## src/rtl/uart_arb_pkg.sv

```systemverilog
// Shared types, default constants and width helper for the uart_tx_arbiter slice.
package uart_arb_pkg;

   typedef enum logic [1:0] {
      IDLE    = 2'd0,
      XFER    = 2'd1,
      RELEASE = 2'd2
   } arb_state_t;

   localparam int DEF_NUM_REQ     = 4;
   localparam int DEF_MAX_BURST   = 16;
   localparam int DEF_TIMEOUT_CYC = 255;

   function automatic int clog2(input int value);
      int w;
      w = 0;
      while ((1 << w) < value) w++;
      return w;
   endfunction

endpackage

```

## src/rtl/uart_tx_arbiter_rr_pick.sv

```systemverilog
// Combinational round-robin selector: first set request at or above ptr_i, wrapping mod NUM_REQ.
module rr_pick
   import uart_arb_pkg::*;
#(
   parameter int   NUM_REQ = DEF_NUM_REQ,
   localparam int  ID_W    = clog2(NUM_REQ)
) (
   input  logic [NUM_REQ-1:0] req_i,
   input  logic [ID_W-1:0]    ptr_i,
   output logic [ID_W-1:0]    winner_o,
   output logic               any_req_o
);

   logic [ID_W:0] idx;

   // Scan from the farthest offset down so the closest requester to ptr_i wins last.
   always_comb begin
      winner_o  = '0;
      any_req_o = 1'b0;
      idx       = '0;
      for (int i = NUM_REQ - 1; i >= 0; i--) begin
         idx = {1'b0, ptr_i} + (ID_W+1)'(i);
         if (idx >= (ID_W+1)'(NUM_REQ)) idx = idx - (ID_W+1)'(NUM_REQ);
         if (req_i[idx[ID_W-1:0]]) begin
            winner_o  = idx[ID_W-1:0];
            any_req_o = 1'b1;
         end
      end
   end

endmodule

```

## src/rtl/uart_tx_arbiter.sv

```systemverilog
// Round-robin arbiter sharing one uart_packetizer_top among NUM_REQ byte streams.
// Define UART_ARB_TIMEOUT_EN to revoke grants that stall for TIMEOUT_CYC cycles.
module uart_tx_arbiter
   import uart_arb_pkg::*;
#(
   parameter int   NUM_REQ     = DEF_NUM_REQ,
   parameter int   MAX_BURST   = DEF_MAX_BURST,
   parameter int   TIMEOUT_CYC = DEF_TIMEOUT_CYC,
   localparam int  ID_W        = clog2(NUM_REQ)
) (
   input  logic                 clk,
   input  logic                 rst,
   input  logic [NUM_REQ-1:0]   req_valid_i,
   input  logic [8*NUM_REQ-1:0] req_data_i,
   input  logic [NUM_REQ-1:0]   req_last_i,
   output logic [NUM_REQ-1:0]   req_ready_o,
   output logic [7:0]           pk_data_in_o,
   output logic                 pk_data_valid_o,
   input  logic                 pk_fifo_full_i,
   input  logic                 pk_tx_busy_i,
   output logic                 grant_active_o,
   output logic [ID_W-1:0]      grant_id_o,
   output logic                 burst_trunc_o,
   output logic                 timeout_evt_o
);

   localparam int              BC_W      = clog2(MAX_BURST + 1);
   localparam logic [BC_W-1:0] BURST_MAX = BC_W'(MAX_BURST);
   localparam logic [ID_W-1:0] LAST_ID   = ID_W'(NUM_REQ - 1);

   arb_state_t          state_q, state_d;
   logic [ID_W-1:0]     grant_id_q, grant_id_d, rr_ptr_q, rr_ptr_d, winner;
   logic [BC_W-1:0]     burst_cnt_q, burst_cnt_d, burst_inc;
   logic [7:0]          pk_data_q, pk_data_d, cur_data;
   logic                active_q, active_d, pk_vld_q, pk_vld_d, trunc_q, trunc_d;
   logic                any_req, can_accept, xfer, cur_last, burst_hit;
   logic [NUM_REQ-1:0]  req_ready_d;

`ifdef UART_ARB_TIMEOUT_EN
   localparam int              IC_W     = clog2(TIMEOUT_CYC + 1);
   localparam logic [IC_W-1:0] IDLE_MAX = IC_W'(TIMEOUT_CYC);
   logic [IC_W-1:0] idle_cnt_q, idle_cnt_d, idle_inc;
   logic            timeout_q, timeout_d;
   logic            unused_busy;
   assign idle_inc      = idle_cnt_q + IC_W'(1);
   assign timeout_evt_o = timeout_q;
   assign unused_busy   = pk_tx_busy_i;
`else
   logic unused_cfg;
   assign timeout_evt_o = 1'b0;
   assign unused_cfg    = pk_tx_busy_i ^ (TIMEOUT_CYC == 0);
`endif

   rr_pick #(.NUM_REQ(NUM_REQ)) u_pick (
      .req_i     (req_valid_i),
      .ptr_i     (rr_ptr_q),
      .winner_o  (winner),
      .any_req_o (any_req)
   );

   // Holding off while a byte sits in the output register gives the packetizer a cycle to raise fifo_full.
   assign can_accept = !pk_fifo_full_i && !pk_vld_q;
   assign cur_data   = req_data_i[{grant_id_q, 3'b000} +: 8];
   assign cur_last   = req_last_i[grant_id_q];
   assign xfer       = (state_q == XFER) && req_valid_i[grant_id_q] && can_accept;
   assign burst_inc  = burst_cnt_q + BC_W'(1);
   assign burst_hit  = (burst_inc == BURST_MAX);

   always_comb begin
      state_d     = state_q;
      grant_id_d  = grant_id_q;
      rr_ptr_d    = rr_ptr_q;
      burst_cnt_d = burst_cnt_q;
      active_d    = active_q;
      pk_data_d   = pk_data_q;
      pk_vld_d    = 1'b0;
      trunc_d     = 1'b0;
      req_ready_d = '0;
`ifdef UART_ARB_TIMEOUT_EN
      idle_cnt_d  = idle_cnt_q;
      timeout_d   = 1'b0;
`endif
      unique case (state_q)
         IDLE: begin
            if (any_req) begin
               state_d     = XFER;
               grant_id_d  = winner;
               active_d    = 1'b1;
               burst_cnt_d = '0;
`ifdef UART_ARB_TIMEOUT_EN
               idle_cnt_d  = '0;
`endif
            end
         end
         XFER: begin
            req_ready_d[grant_id_q] = can_accept;
            if (xfer) begin
               pk_data_d = cur_data;
               pk_vld_d  = 1'b1;
               if (burst_cnt_q != BURST_MAX) burst_cnt_d = burst_inc;
`ifdef UART_ARB_TIMEOUT_EN
               idle_cnt_d = '0;
`endif
               if (cur_last || burst_hit) begin
                  state_d  = RELEASE;
                  active_d = 1'b0;
                  trunc_d  = !cur_last;
               end
            end
`ifdef UART_ARB_TIMEOUT_EN
            else if (idle_inc == IDLE_MAX) begin
               state_d   = RELEASE;
               active_d  = 1'b0;
               timeout_d = 1'b1;
            end else begin
               idle_cnt_d = idle_inc;
            end
`endif
         end
         RELEASE: begin
            rr_ptr_d = (grant_id_q == LAST_ID) ? '0 : grant_id_q + ID_W'(1);
            active_d = 1'b0;
            state_d  = IDLE;
         end
         default: state_d = IDLE;
      endcase
   end

   always_ff @(posedge clk or posedge rst) begin
      if (rst) begin
         state_q     <= IDLE;
         grant_id_q  <= '0;
         rr_ptr_q    <= '0;
         burst_cnt_q <= '0;
         active_q    <= 1'b0;
         pk_data_q   <= 8'h00;
         pk_vld_q    <= 1'b0;
         trunc_q     <= 1'b0;
      end else begin
         state_q     <= state_d;
         grant_id_q  <= grant_id_d;
         rr_ptr_q    <= rr_ptr_d;
         burst_cnt_q <= burst_cnt_d;
         active_q    <= active_d;
         pk_data_q   <= pk_data_d;
         pk_vld_q    <= pk_vld_d;
         trunc_q     <= trunc_d;
      end
   end

`ifdef UART_ARB_TIMEOUT_EN
   always_ff @(posedge clk or posedge rst) begin
      if (rst) begin
         idle_cnt_q <= '0;
         timeout_q  <= 1'b0;
      end else begin
         idle_cnt_q <= idle_cnt_d;
         timeout_q  <= timeout_d;
      end
   end
`endif

   assign req_ready_o     = req_ready_d;
   assign pk_data_in_o    = pk_data_q;
   assign pk_data_valid_o = pk_vld_q;
   assign grant_active_o  = active_q;
   assign grant_id_o      = grant_id_q;
   assign burst_trunc_o   = trunc_q;

endmodule

```

## config.mk

```make
export PLATFORM = sky130hd
export DESIGN_NAME = uart_tx_arbiter
export DESIGN_NICKNAME = d
export VERILOG_FILES = /design/src/rtl/uart_arb_pkg.sv /design/src/rtl/uart_tx_arbiter_rr_pick.sv /design/src/rtl/uart_tx_arbiter.sv
export SDC_FILE = /design/constraint.sdc
export NUM_CORES = 1
export LEC_CHECK = 0
export BUFFER_PORTS_ARGS = -buffer_cell sky130_fd_sc_hd__clkbuf_2
export CORE_MARGIN = 2
export CORE_UTILIZATION = 52
export CTS_CLUSTER_DIAMETER = 80
export DETAILED_ROUTE_END_ITERATION = 10
export GPL_ROUTABILITY_DRIVEN = 0
export HOLD_SLACK_MARGIN = 0.1
export PLACE_DENSITY = 0.85
export SKIP_LAST_GASP = 1
export SYNTH_ARGS = -nofsm -noshare
export SYNTH_HDL_FRONTEND = slang
export SYNTH_SLANG_ARGS = --single-unit
```

## constraint.sdc

```tcl
create_clock -name clk -period 4.85 [get_ports clk]
set_clock_uncertainty 0.15 [all_clocks]
set_input_delay 0 -clock clk [delete_from_list [all_inputs] [get_ports clk]]
set_output_delay 0 -clock clk [all_outputs]
set_load 0.01 [all_outputs]
```

After elaboration in Yosys (flattened, before gate mapping):

Index checks and enable logic that the tools add are counted.

* shift-type cells: 1
* $add $sub $neg: 9
* bitwise gates (word level): 1
* equality and inequality tests: 9
* muxes and demuxes: 45
* reduce and logical (&&, ||, !) cells: 16
* order comparisons: 10

Operators with widths (count)
* $shiftx 32x6->8: 1
* $mux 2: 12
* $mux 1: 19
* $lt 2x3->1 const B: 5
* $mux 5: 3
* $bmux 1 s2: 6
* $pmux 5 s2: 1
* $ge 3x3->1 const B: 3
* $reduce_and 4->1: 2
* $sub 2x1->2 const B: 4
* $add 2x2->3 const B: 2
* $add 5x1->5 const B: 1
* $eq 5x5->1 const B: 1
* $ne 5x5->1 const B: 1
* $and 4x4->4: 1
* $eq 2x2->1 const B: 2
* $logic_and 1x1->1: 4
* $mux 4: 1
* $ne 2x1->1 const B: 2
* $ne 2x2->1 const B: 2
* $pmux 2 s2: 1
* $reduce_and 2->1: 2
* $add 2x1->3 const B: 1
* $ge 2x3->1 const B: 1
* other kinds (11): 13

* flip-flop bits (word level): 22
* bits of input ports: 44
* output and inout bits: 18
* word-level logic and storage cells: 99

Logic depth before layout (Yosys ltp):

Gate-level depths: netlist of run 1.

* depth after elaboration: 11
* depth in mapped cells: 9
* depth with buffers taken out: 7

Modules after synthesis:

A second synthesis of run 1 with hierarchy kept.

* cells, all modules: 134
* area total of the unflattened synthesis: 1515.2 um^2

By module, submodules not included
* uart_tx_arbiter: times used 1, seq. area each 550.5 um^2, cells an instance 121, area each 1437.6 um^2
* rr_pick: times used 1, seq. area each 0.0 um^2, cells an instance 13, area each 77.6 um^2

Worst setup path before layout of run 1:

OpenSTA, ideal clock, no wires.

* path type: register to register
* start point: register state_q[1]
* end point: register burst_cnt_q[4]
* period minus slack after synthesis: 2020 ps
* setup slack: 2830 ps
* required time: 4631 ps
* library setup time: 69 ps
* buffers on the path: 1
* data arrival time: 1801 ps
* cell stages (with the launch flop): 8
* path through: dfrtp_1 > inv_1 > ha_1 > clkbuf_1 > nor2_1 > a211o_1 > or4_1 > nand3_1

* longest elaborated chain between the ends: 5
* elaborated cells on any way between the ends: 10
* those cells by class: 4 x eq/ne; 1 x mux; 5 x reduce/logical

Ends and longest elaborated chain
* start: declaration: RTL line uart_tx_arbiter.sv:31 `arb_state_t state_q, state_d;`
* start signal: assignment: RTL line uart_tx_arbiter.sv:140 `state_q <= state_d;`
* $eq 2x1->1: RTL line uart_tx_arbiter.sv:65, uart_tx_arbiter.sv:83
* $logic_and 1x1->1 (2 in a row): RTL line uart_tx_arbiter.sv:65 `assign xfer = (state_q == XFER) && req_valid_i[grant_id_q] && can_accept;`
* $ne 2x2->1 (no line)
* $reduce_and 4->1 (no line)
* end signal: assignment: RTL line uart_tx_arbiter.sv:143 `burst_cnt_q <= burst_cnt_d;`
* end: declaration: RTL line uart_tx_arbiter.sv:33 `logic [BC_W-1:0] burst_cnt_q, burst_cnt_d, burst_inc;`

Parallel ways exist; a longest one is shown, timed or not.
A chain may end at the register's enable or synchronous reset.

Final worst setup path of run 1:

* start point: register grant_id_q[0] (netlist: grant_id_o[0])
* end point: register trunc_q (netlist: burst_trunc_o)

* longest elaborated chain between the ends: 6
* elaborated cells on any way between the ends: 11
* those cells by class: 7 x mux; 4 x reduce/logical

Ends and longest elaborated chain
* start: declaration: RTL line uart_tx_arbiter.sv:32 `logic [ID_W-1:0] grant_id_q, grant_id_d, rr_ptr_q, rr_ptr_d, winner;`
* start signal: assignment: RTL line uart_tx_arbiter.sv:141 `grant_id_q <= grant_id_d;`
* $bmux 1 s2 (on tied branches): RTL line uart_tx_arbiter.sv:64, uart_tx_arbiter.sv:65
* $mux 1 (on tied branches): RTL line uart_tx_arbiter.sv:64, uart_tx_arbiter.sv:65
* $logic_not 1->1 (tied with other cells): RTL line uart_tx_arbiter.sv:107 `trunc_d = !cur_last;`
* $mux 1 or $logic_and 1x1->1 (tied branches): RTL line uart_tx_arbiter.sv:104, uart_tx_arbiter.sv:65
* $mux 1 (*): RTL line uart_tx_arbiter.sv:97 `if (xfer) begin`
* $mux 1 (*): RTL line uart_tx_arbiter.sv:83 `unique case (state_q)`
* via trunc_d: RTL line uart_tx_arbiter.sv:35 `logic active_q, active_d, pk_vld_q, pk_vld_d, trunc_q, trunc_d;`
* end signal: assignment: RTL line uart_tx_arbiter.sv:147 `trunc_q <= trunc_d;`
* end: declaration: RTL line uart_tx_arbiter.sv:35

The timed path passes the listed nets; every way through them passes the cells marked *. The select of a mux whose other input is x is not followed.

==> metrics.md, run 1 <==
| Metric | Value |
|---|---|
| Largest cells by area after synthesis | `dfrtp_1, mux4_2, ha_1, mux2_4, nand2_1` |
| First-pass GRT wire length | `7330 µm` |
| Int Power | `634 µW` |
| Clk root buf | `clkbuf_4` |
| Peak VDD IR | `0.000469 V` |
| Chip height | `58.4 µm` |
| Status | `complete, no violations` |
| H-tree lvl count | `1` |
| RSZ-0062 raised after global routing | `false` |
| Wire per inst | `18.3 µm` |
| Max stage delay on crit path | `0.84 ns` |
| Critical Path Slowest Stage Cell | `dfrtp_1` |
| FMAX | `332 MHz` |
| Sw frac | `39.8%` |
| Final worst setup slack | `1.84 ns` |
| Largest net degree at the start of global routing | `23` |
| CP bufs+invs | `2` |
| FF+latch count, synth | `22` |
| Die width | `58.4 µm` |
| Final layout net count | `277` |
| Antenna cells | `0` |
| Critical path peak fanout | `16` |
| Main flop type after synthesis | `dfrtp_1` |
| Most numerous cell in the Yosys netlist | `dfrtp_1` |
| Input/output buffers | `59` |
| Cell area after synthesis | `1540 µm²` |
| Post-Synthesis Cells | `138` |
| Final Hold Vio Count | `0` |
| Final setup vio count | `0` |
| Worst-path clk slew | `0.13 ns` |
| Crit path max-delay family | `buffers and inverters` |
| DP Area | `1840 µm²` |
| Layout cells sized above 1 | `39.6%` |
| Most used cell, CP | `dlygate4sd3_1` |
| DP Cell Count | `222` |
| WL final | `4640 µm` |
| Number of global-route vias before repair | `1553` |
| Initial antenna violation count | `0` |
| Flop pwr share | `33.3%` |
| Vias | `1510` |
| # clock sinks | `22` |
| Crit end category | `flip-flop` |
| Crit-path cells | `mux4_2 -> dlygate4sd3_1 -> nor3_1 -> dlygate4sd3_1` |
| Setup TNS Final | `0 ns` |
| Syn avg cell area | `11.1 µm²` |
| Post-route ant nets | `0` |
| GRT overflow | `0` |
| Syn. warnings | `0` |
| Unique masters post-synth | `39` |
| Psw | `419 µW` |
| Cell leakage power | `0.00105 µW` |
| IO Count | `62` |
| Comb power frac | `56.5%` |
| Post-cts resize count | `0` |
| Crit path required time | `4.97 ns` |
| Worst Max-Slew Pin Slew | `0.861 ns` |
| Commonest cells post-synth | `dfrtp_1, nand2_1, inv_1` |
| Num CTS Buffers | `3` |
| Post-synth top area cell | `dfrtp_1` |
| Relative slew slack | `42.5%` |
| Initial DRT Pass Iterations | `4` |
| Critical path class | `reg -> reg` |
| Hold WC Path Type | `in -> reg` |
| CP Launch Type | `flip-flop` |
| EDFF count, synth | `0` |
| DR DRC count | `0` |
| Worst-case clock buffer depth | `2` |
| Clock Latency Late Sink | `0.32 ns` |
| Core ar. | `2780 µm²` |
| Sequential share of the synthesized area | `35.8%` |
| Mapped Nets | `192` |
| Clock power share | `10.2%` |
| Min cycle time layout | `3.01 ns` |
| CP arrival | `3.14 ns` |
| Finished Layout Cells | `253` |
| Max-Cap Viols | `0` |
| Pre-CTS setup slack | `2.34 ns` |
| Fin crit share | `62.1%` |
| Vias per std cell | `5.97` |
| Initial Util | `55.2%` |
| Top cell type's share of synthesized area | `35.8%` |
| Util after Layout | `77.1%` |
| Die area | `3410 µm²` |
| Pwr dens | `491 nW/µm²` |
| Layout area overhead | `39.7%` |
| Asr flop ratio synth | `100%` |
| Final Max Slew Viols | `0` |
| Rows | `19` |
| 1st-iter DRT viols | `72` |
| Flop2flop setup slack | `1.84 ns` |
| Fin area | `2150 µm²` |
| DP HPWL | `2980 µm` |
| CTS tree | `built` |
| GR Util All Layers | `29.1%` |
[worst min-delay path, cell delays in order]
cell,delay [ns]
clkbuf_2,0.12
nor4_1,0.08
and2_1,0.22
o21a_1,0.18
[logic make-up after synthesis]
family | Yosys count | synth area share [%]
flip-flops | 22 | 35.8
AND/OR/NAND/NOR | 42 | 14.3
adder cells (fa/ha/maj) | 10 | 8.14
AO/OA/AOI/OAI | 24 | 11.9
multiplexers | 21 | 24.6
buffers and inverters | 18 | 4.97
other | 1 | 0.244
[placed cells by master (no fill, tap or decap), types with 2 or more instances in the layout]
cell / instances
mux4_2: 10
o22ai_1: 2
and3_1: 5
clkbuf_2: 59
and2_1: 2
nand2b_1: 4
o211ai_1: 4
inv_1: 11
clkbuf_4: 3
nand2_1: 12
o21ai_0: 4
nand3_1: 5
nor2_1: 6
dlygate4sd3_1: 27
o21a_1: 2
o41ai_1: 2
mux2_2: 2
a21oi_1: 4
ha_1: 10
mux2_4: 8
dfrtp_1: 22
[registers in the layout, indices dropped and copies added (netlist names)]
register and count:
grant_id_o 2, pk_data_valid_o 1, pk_data_in_o 8, rr_ptr_q 2, state_q 2, grant_active_o 1, burst_trunc_o 1, burst_cnt_q 5
[metal layers]
metal / GRT usage [%] / vias to the layer above / part of all wire [%]
li1: - / 671 / -
met1: 32.1 / 737 / 35
met2: 53.3 / 86 / 55
met3: 5.49 / 16 / 7.2
met4: 14.0 / 0 / 3.4
met5: 0 / - / 0
[repair_timing]
action                    CTS  global route
hold endpoints to repair   34             0
hold buffers               27             0
setup buffers               0             0
[cell type report]
| cell class | count | area [µm²] |
|---|---|---|
| sequential | 22 | 551 |
| clock buffer | 4 | 36.3 |
| multi-input combinational | 98 | 910 |
| tap | 31 | 38.8 |
| fill | 183 | 636 |
| inverter | 12 | 45.0 |
| timing repair buffer | 86 | 566 |
[through the flow]
stage | hold WS [ns] | power, µW
floorplan | -0.161 | 697
global placement | 0.0331 | 813
detailed placement | 0.0495 | 847
CTS | 0.127 | 1040
global route | 0.166 | 1120
finish | 0.150 | 1050
[power by group through the flow]
stage / Clock [µW] / Combinational, µW / Sequential (µW)
3_3_place_gp: 0 / 470 / 343
4_1_cts: 110 / 579 / 347
6_report: 107 / 595 / 351
5_1_grt: 117 / 640 / 367
2_1_floorplan: 0 / 363 / 333
3_5_place_dp: 0 / 496 / 351
[path summary, 6_finish.rpt]
path / from / endpoint / cells after the start
worst max-delay path: grant_id_o[0] / burst_trunc_o / 4
worst min-delay path: req_valid_i[2] / state_q[1] / 4
worst max register to register: grant_id_o[0] / burst_trunc_o / 4
worst min register to register: pk_data_in_o[3] / pk_data_in_o[3] / 1
max in group asynchronous: rst / state_q[0] / 3
min in group asynchronous: rst / pk_data_in_o[0] / 3
Note: power is estimated with default switching activity, not from simulation.
==> run 2: changes to the inputs <==
Settings changed: ABC_AREA set to 1, CORE_UTILIZATION 52 to 44, PLACE_DENSITY 0.85 to 0.76.
Clock period 4.85 ns to 2.6 ns, I/O delays scaled along.
==> metrics.md, run 2 <==
| Metric | Value |
|---|---|
| Worst-path clk slew | `0.08 ns` |
| Synthesized-area fraction occupied by adder cells | `7.58%` |
| Clk root buf | `clkbuf_8` |
| Peak VDD IR | `0.000566 V` |
| Worst R2R End | `grant_active_o` |
| DP Cell Count | `353` |
| Final worst setup slack | `0.232 ns` |
| Clock power share | `9.2%` |
| Asr flop ratio synth | `100%` |
| Most numerous cell in the Yosys netlist | `nand2_1` |
| Flop2flop setup slack | `0.23 ns` |
| Busiest layer in global routing | `met2` |
| Critical path class | `reg -> reg` |
| Setup TNS Final | `0 ns` |
| Top cell type's share of synthesized area | `33.4%` |
| Compound-gate portion of the synthesized area | `13.3%` |
| Pre-CTS setup slack | `0.562 ns` |
| Max-Cap Viols | `0` |
| Largest family of logic cells by synthesized area | `simple AND/OR/NAND/NOR gates` |
| Final layout net count | `404` |
| Largest cells by area after synthesis | `dfrtp_1, nand2_1, nor2_1, o21ai_0, ha_1` |
| Antenna cells | `0` |
| Layout cells sized above 1 | `21.8%` |
| CP Launch Type | `flip-flop` |
| Finished Layout Cells | `396` |
| Die area | `4260 µm²` |
| EDFF count, synth | `0` |
| Cell leakage power | `0.00124 µW` |
| Commonest cells post-synth | `nand2_1, nor2_1, inv_1` |
| Hold WC Path Type | `in -> reg` |
| Largest net degree at the start of global routing | `23` |
| Clock Latency Late Sink | `0.26 ns` |
| Post-Synthesis Cells | `252` |
| Initial Util | `45.4%` |
| Input/output buffers | `59` |
| Worst-case clock buffer depth | `2` |
| Hold path start | `req_valid_i[2]` |
| Mapped Nets | `306` |
| Mux contribution to synthesized area | `0%` |
| GR Util met3 | `3.60%` |
| Relative slew slack | `45.3%` |
| 1st-iter DRT viols | `77` |
| Syn. warnings | `0` |
| Crit end category | `flip-flop` |
| Post-route ant nets | `0` |
| Post-synth top area cell | `dfrtp_1` |
| Util after Layout | `66.7%` |
| Largest register FFs | `8` |
| Core ar. | `3630 µm²` |
| Post-synthesis xor/xnor area fraction | `0%` |
| Fin crit share | `91.1%` |
| Psw | `1120 µW` |
| Initial DRT Pass Iterations | `6` |
| CTS tree | `built` |
| Status | `complete, no violations` |
| GRT overflow | `0` |
| Commonest non-fill, non-tap cell in the layout | `nand2_1` |
| Int Power | `1230 µW` |
| H-tree lvl count | `1` |
| Unique masters post-synth | `24` |
| Footprint of the multi-input gates | `947 µm²` |
| Hold depth | `5` |
| Worst Max-Slew Pin Slew | `0.820 ns` |
| Reg2reg path depth | `11` |
| Comb power frac | `65.8%` |
| Commonest non-fill, non-tap cells in the layout | `nand2_1, clkbuf_2, nor2_1, dlygate4sd3_1, inv_1` |
| Sequential share of the synthesized area | `33.4%` |
| Layout area overhead | `46.9%` |
| DR DRC count | `0` |
| Syn avg cell area | `6.55 µm²` |
| Main flop type after synthesis | `dfrtp_1` |
| Final Max Slew Viols | `0` |
| GR Util All Layers | `23.0%` |
| Critical path peak fanout | `23` |
| Met1 Use GR | `25.5%` |
| First-pass GRT wire length | `7700 µm` |
| CP arrival | `2.38 ns` |
| Fillers | `307` |
| Min cycle time layout | `2.37 ns` |
| Final setup vio count | `0` |
| Flop pwr share | `25.1%` |
| Worst Setup SP | `grant_id_o[0]` |
| # clock sinks | `22` |
| Rows | `22` |
| Wire per inst | `12.2 µm` |
| Cell area after synthesis | `1650 µm²` |
| Final Hold Vio Count | `0` |
| Chip height | `65.2 µm` |
| Worst r2r src | `grant_id_o[0]` |
| FF+latch area | `552 µm²` |
| Die width | `65.2 µm` |
| Number of global-route vias before repair | `1857` |
| Vias | `1993` |
| Met2 GRT Util | `42.5%` |
| Num CTS Buffers | `3` |
| Pwr dens | `968 nW/µm²` |
| Hold WS | `0.140 ns` |
| RSZ-0062 raised after global routing | `false` |
| Initial antenna violation count | `0` |
| FF+latch count, synth | `22` |
| DP HPWL | `2960 µm` |
| Crit path required time | `2.61 ns` |
| Vias per std cell | `5.03` |
| FMAX | `422 MHz` |
| Hold EP | `burst_trunc_o` |
| IO Count | `62` |
| WL final | `4830 µm` |
| Sw frac | `47.6%` |
| Fraction of the mapped netlist area in simple logic gates | `36.2%` |
[run 2: how the worst max path moves through the flow]
stage,slack (ns),to
6_report,0.23,grant_active_o
3_3_place_gp,0.58,grant_active_o
4_1_cts,0.03,grant_active_o
5_1_grt,0.04,grant_active_o
2_1_floorplan,0.91,pk_data_in_o[0]
3_5_place_dp,0.56,pk_data_in_o[1]
[run 2: through the flow]
step           area [µm²]  power [µW]
2_1_floorplan        1650        1530
5_1_grt              2420        2570
3_5_place_dp         1980        1860
3_3_place_gp         1980        1840
6_report             2420        2350
4_1_cts              2390        2260
[run 2: critical path, cell delays in order (launching register included)]
cell and delay [ns]:
dfrtp_2 0.43, buf_8 0.20, clkinvlp_4 0.20, nand2_1 0.11
nand3_1 0.06, dlygate4sd3_1 0.57, nand2_1 0.10, nor2_1 0.06
a21oi_1 0.19, nand3_1 0.09, nand2_1 0.06, nand2_1 0.04
[run 2: logic make-up (layout without fill, tap and decap cells)]
| kind of cell | after synthesis | count (layout) |
|---|---|---|
| other | 1 | 1 |
| AO/OA/AOI/OAI | 41 | 41 |
| adder cells (fa/ha/maj) | 10 | 10 |
| buffers and inverters | 38 | 134 |
| flip-flops | 22 | 22 |
| AND/OR/NAND/NOR | 140 | 140 |
[run 2: timing repair]
action / 4_1_cts / 5_1_grt
endpoints found under the setup margin: 0 / 3
hold buffers: 37 / 0
setup buffers: 0 / 2
gates resized for setup: 0 / 4
hold endpoints to repair: 31 / 0
[run 2: final cells by class]
type                       instances  share of cell area (%)
timing repair buffer             100                    29.0
inverter                          30                    4.80
clock buffer                       3                    1.70
tap                               48                    2.48
multi-input combinational        192                    39.1
sequential                        22                    22.8
timing repair inverter             1                   0.206
[run 2: layer usage]
| layer | wire, µm | share of wire, % |
|---|---|---|
| met5 | 0 | 0 |
| met4 | 142 | 2.9 |
| met3 | 229 | 4.7 |
| met2 | 2490 | 52 |
| met1 | 1970 | 41 |
[run 2: power groups by stage]
stage | clock, µW | sequential (µW) | combinational (µW)
after floorplan | 0 | 621 | 911
after global placement | 0 | 585 | 1260
after detailed placement | 0 | 585 | 1280
after CTS | 215 | 581 | 1460
after global routing | 235 | 606 | 1730
final | 215 | 589 | 1540
==> run 3: changes to the inputs <==
Settings changed: REMOVE_ABC_BUFFERS set to 1, SLEW_MARGIN set to 20.
==> metrics.md, run 3 (synthesized netlist as in run 2, its figures left out) <==
| Metric | Value |
|---|---|
| DP HPWL | `2990 µm` |
| Crit path required time | `2.60 ns` |
| Chip height | `65.2 µm` |
| 1st-iter DRT viols | `60` |
| Clk root buf | `clkbuf_8` |
| Worst Max-Slew Pin Slew | `0.851 ns` |
| Max-Cap Viols | `0` |
| Worst-case clock buffer depth | `2` |
| Final setup vio count | `0` |
| First-pass GRT wire length | `7780 µm` |
| Largest net degree at the start of global routing | `23` |
| Post-CTS Setup Inserts | `0` |
| Status | `complete, no violations` |
| Rows | `22` |
| CP Launch Type | `flip-flop` |
| CP bufs+invs | `4` |
| IO Count | `62` |
| Peak VDD IR | `0.000541 V` |
| CTS tree | `built` |
| Die area | `4260 µm²` |
| Relative slew slack | `43.2%` |
| CP arrival | `2.38 ns` |
| Fillers | `314` |
| Vias per std cell | `4.91` |
| Post-route ant nets | `0` |
| Crit end category | `flip-flop` |
| Finished Layout Cells | `394` |
| DR DRC count | `0` |
| Util after Layout | `66.1%` |
| FMAX | `419 MHz` |
| Final Max Slew Viols | `0` |
| RSZ-0062 raised after global routing | `false` |
| Commonest non-fill, non-tap cell in the layout | `nand2_1` |
| Max stage delay on crit path | `0.59 ns` |
| Largest register FFs | `8` |
| Core ar. | `3630 µm²` |
| WL final | `4680 µm` |
| H-tree lvl count | `1` |
| Initial DRT Pass Iterations | `4` |
| Min cycle time layout | `2.38 ns` |
| GRT overflow | `0` |
| Worst-path clk slew | `0.09 ns` |
| GR Util All Layers | `23.3%` |
| Antenna cells | `0` |
| Crit-path cells | `buf_4 -> inv_1 -> buf_4 -> o21ai_0 -> dlygate4sd3_1 -> a31oi_1` |
| Clock Latency Late Sink | `0.27 ns` |
| Hold WC Path Type | `in -> reg` |
| Commonest non-fill, non-tap cells in the layout | `nand2_1, clkbuf_2, nor2_1, dlygate4sd3_1, inv_1` |
| Crit path max-delay family | `buffers and inverters` |
| Number of global-route vias before repair | `1812` |
| Final layout net count | `401` |
| Pwr dens | `974 nW/µm²` |
| Critical path class | `reg -> reg` |
| Final Power | `2340 µW` |
| Critical Path Slowest Stage Cell | `dlygate4sd3_1` |
| Initial Util | `45.4%` |
| DP Cell Count | `355` |
| Input/output buffers | `59` |
| Die width | `65.2 µm` |
| Vias | `1936` |
| Wire per inst | `11.9 µm` |
| Num CTS Buffers | `3` |
| Layout cells sized above 1 | `21.7%` |
| Layout area overhead | `45.6%` |
| Final Hold Vio Count | `0` |
| Fin crit share | `91.7%` |
| Hold WS | `0.124 ns` |
| Most used cell, CP | `buf_4` |
| # clock sinks | `22` |
| Critical path peak fanout | `15` |
| Cell leakage power | `0.00124 µW` |
| Initial antenna violation count | `0` |
| Setup TNS Final | `0 ns` |
[run 3: changes by cell type in the layout (fill, tap and decap cells not counted), sizes merged]
cell	delta
clkinvlp	-2
dlygate4sd3	-2
clkbuf	+1
inv	+1
[run 3: repair_timing]
action / CTS / global route
hold endpoints to repair: 31 / 0
gates resized for setup: 0 / 1
hold buffers: 35 / 0
endpoints found under the setup margin: 0 / 4
[run 3: worst paths after layout]
| path | from | endpoint | slack, ns | cells after the start |
|---|---|---|---|---|
| min in group asynchronous | rst | state_q[0] | 0.27 | 3 |
| hold / removal | req_valid_i[2] | burst_trunc_o | 0.12 | 5 |
| hold reg to reg | grant_active_o | grant_active_o | 0.33 | 2 |
| setup / recovery | grant_id_o[0] | pk_data_in_o[7] | 0.22 | 6 |
| max in group asynchronous | rst | grant_id_o[0] | 1.45 | 3 |
| setup reg to reg | grant_id_o[0] | pk_data_in_o[7] | 0.22 | 6 |
[run 3: power by group]
part / switching, µW / leakage (µW) / internal, µW / total (µW)
Sequential: 128 / 0.000271 / 477 / 605
Clock: 123 / 0.0000288 / 136 / 259
Combinational: 847 / 0.000944 / 630 / 1480
Total: 1100 / 0.00124 / 1240 / 2340
[run 3: worst register-to-register path: cells and delay by family, from the launching register on]
kind / cells / cell delay (ns)
buffers and inverters: 4 / 1.27
AOI/OAI and AO/OA: 2 / 0.32
DFF: 1 / 0.52
[run 3: area by class of cell]
| class | count | area [µm²] | area share (%) |
|---|---|---|---|
| tap | 48 | 60.1 | 2.50 |
| multi-input combinational | 192 | 947 | 39.4 |
| timing repair buffer | 98 | 676 | 28.1 |
| sequential | 22 | 552 | 23.0 |
| inverter | 30 | 113 | 4.69 |
| clock buffer | 4 | 55.1 | 2.29 |
[run 3: per-layer routing]
| metal | vias up | routed length (µm) | GRT usage [%] |
|---|---|---|---|
| met5 | - | 0 | 0 |
| met4 | 0 | 244 | 13.5 |
| met3 | 26 | 212 | 2.40 |
| met2 | 70 | 2310 | 41.8 |
| met1 | 855 | 1910 | 26.7 |
| li1 | 985 | - | - |
[run 3: per-stage QoR]
stage / setup slack [ns] / cell area (µm²)
final: 0.216 / 2400
after CTS: 0.183 / 2400
after global routing: 0.0691 / 2400
after floorplan: 0.574 / 1610
after global placement: 0.532 / 2000
after detailed placement: 0.522 / 2000
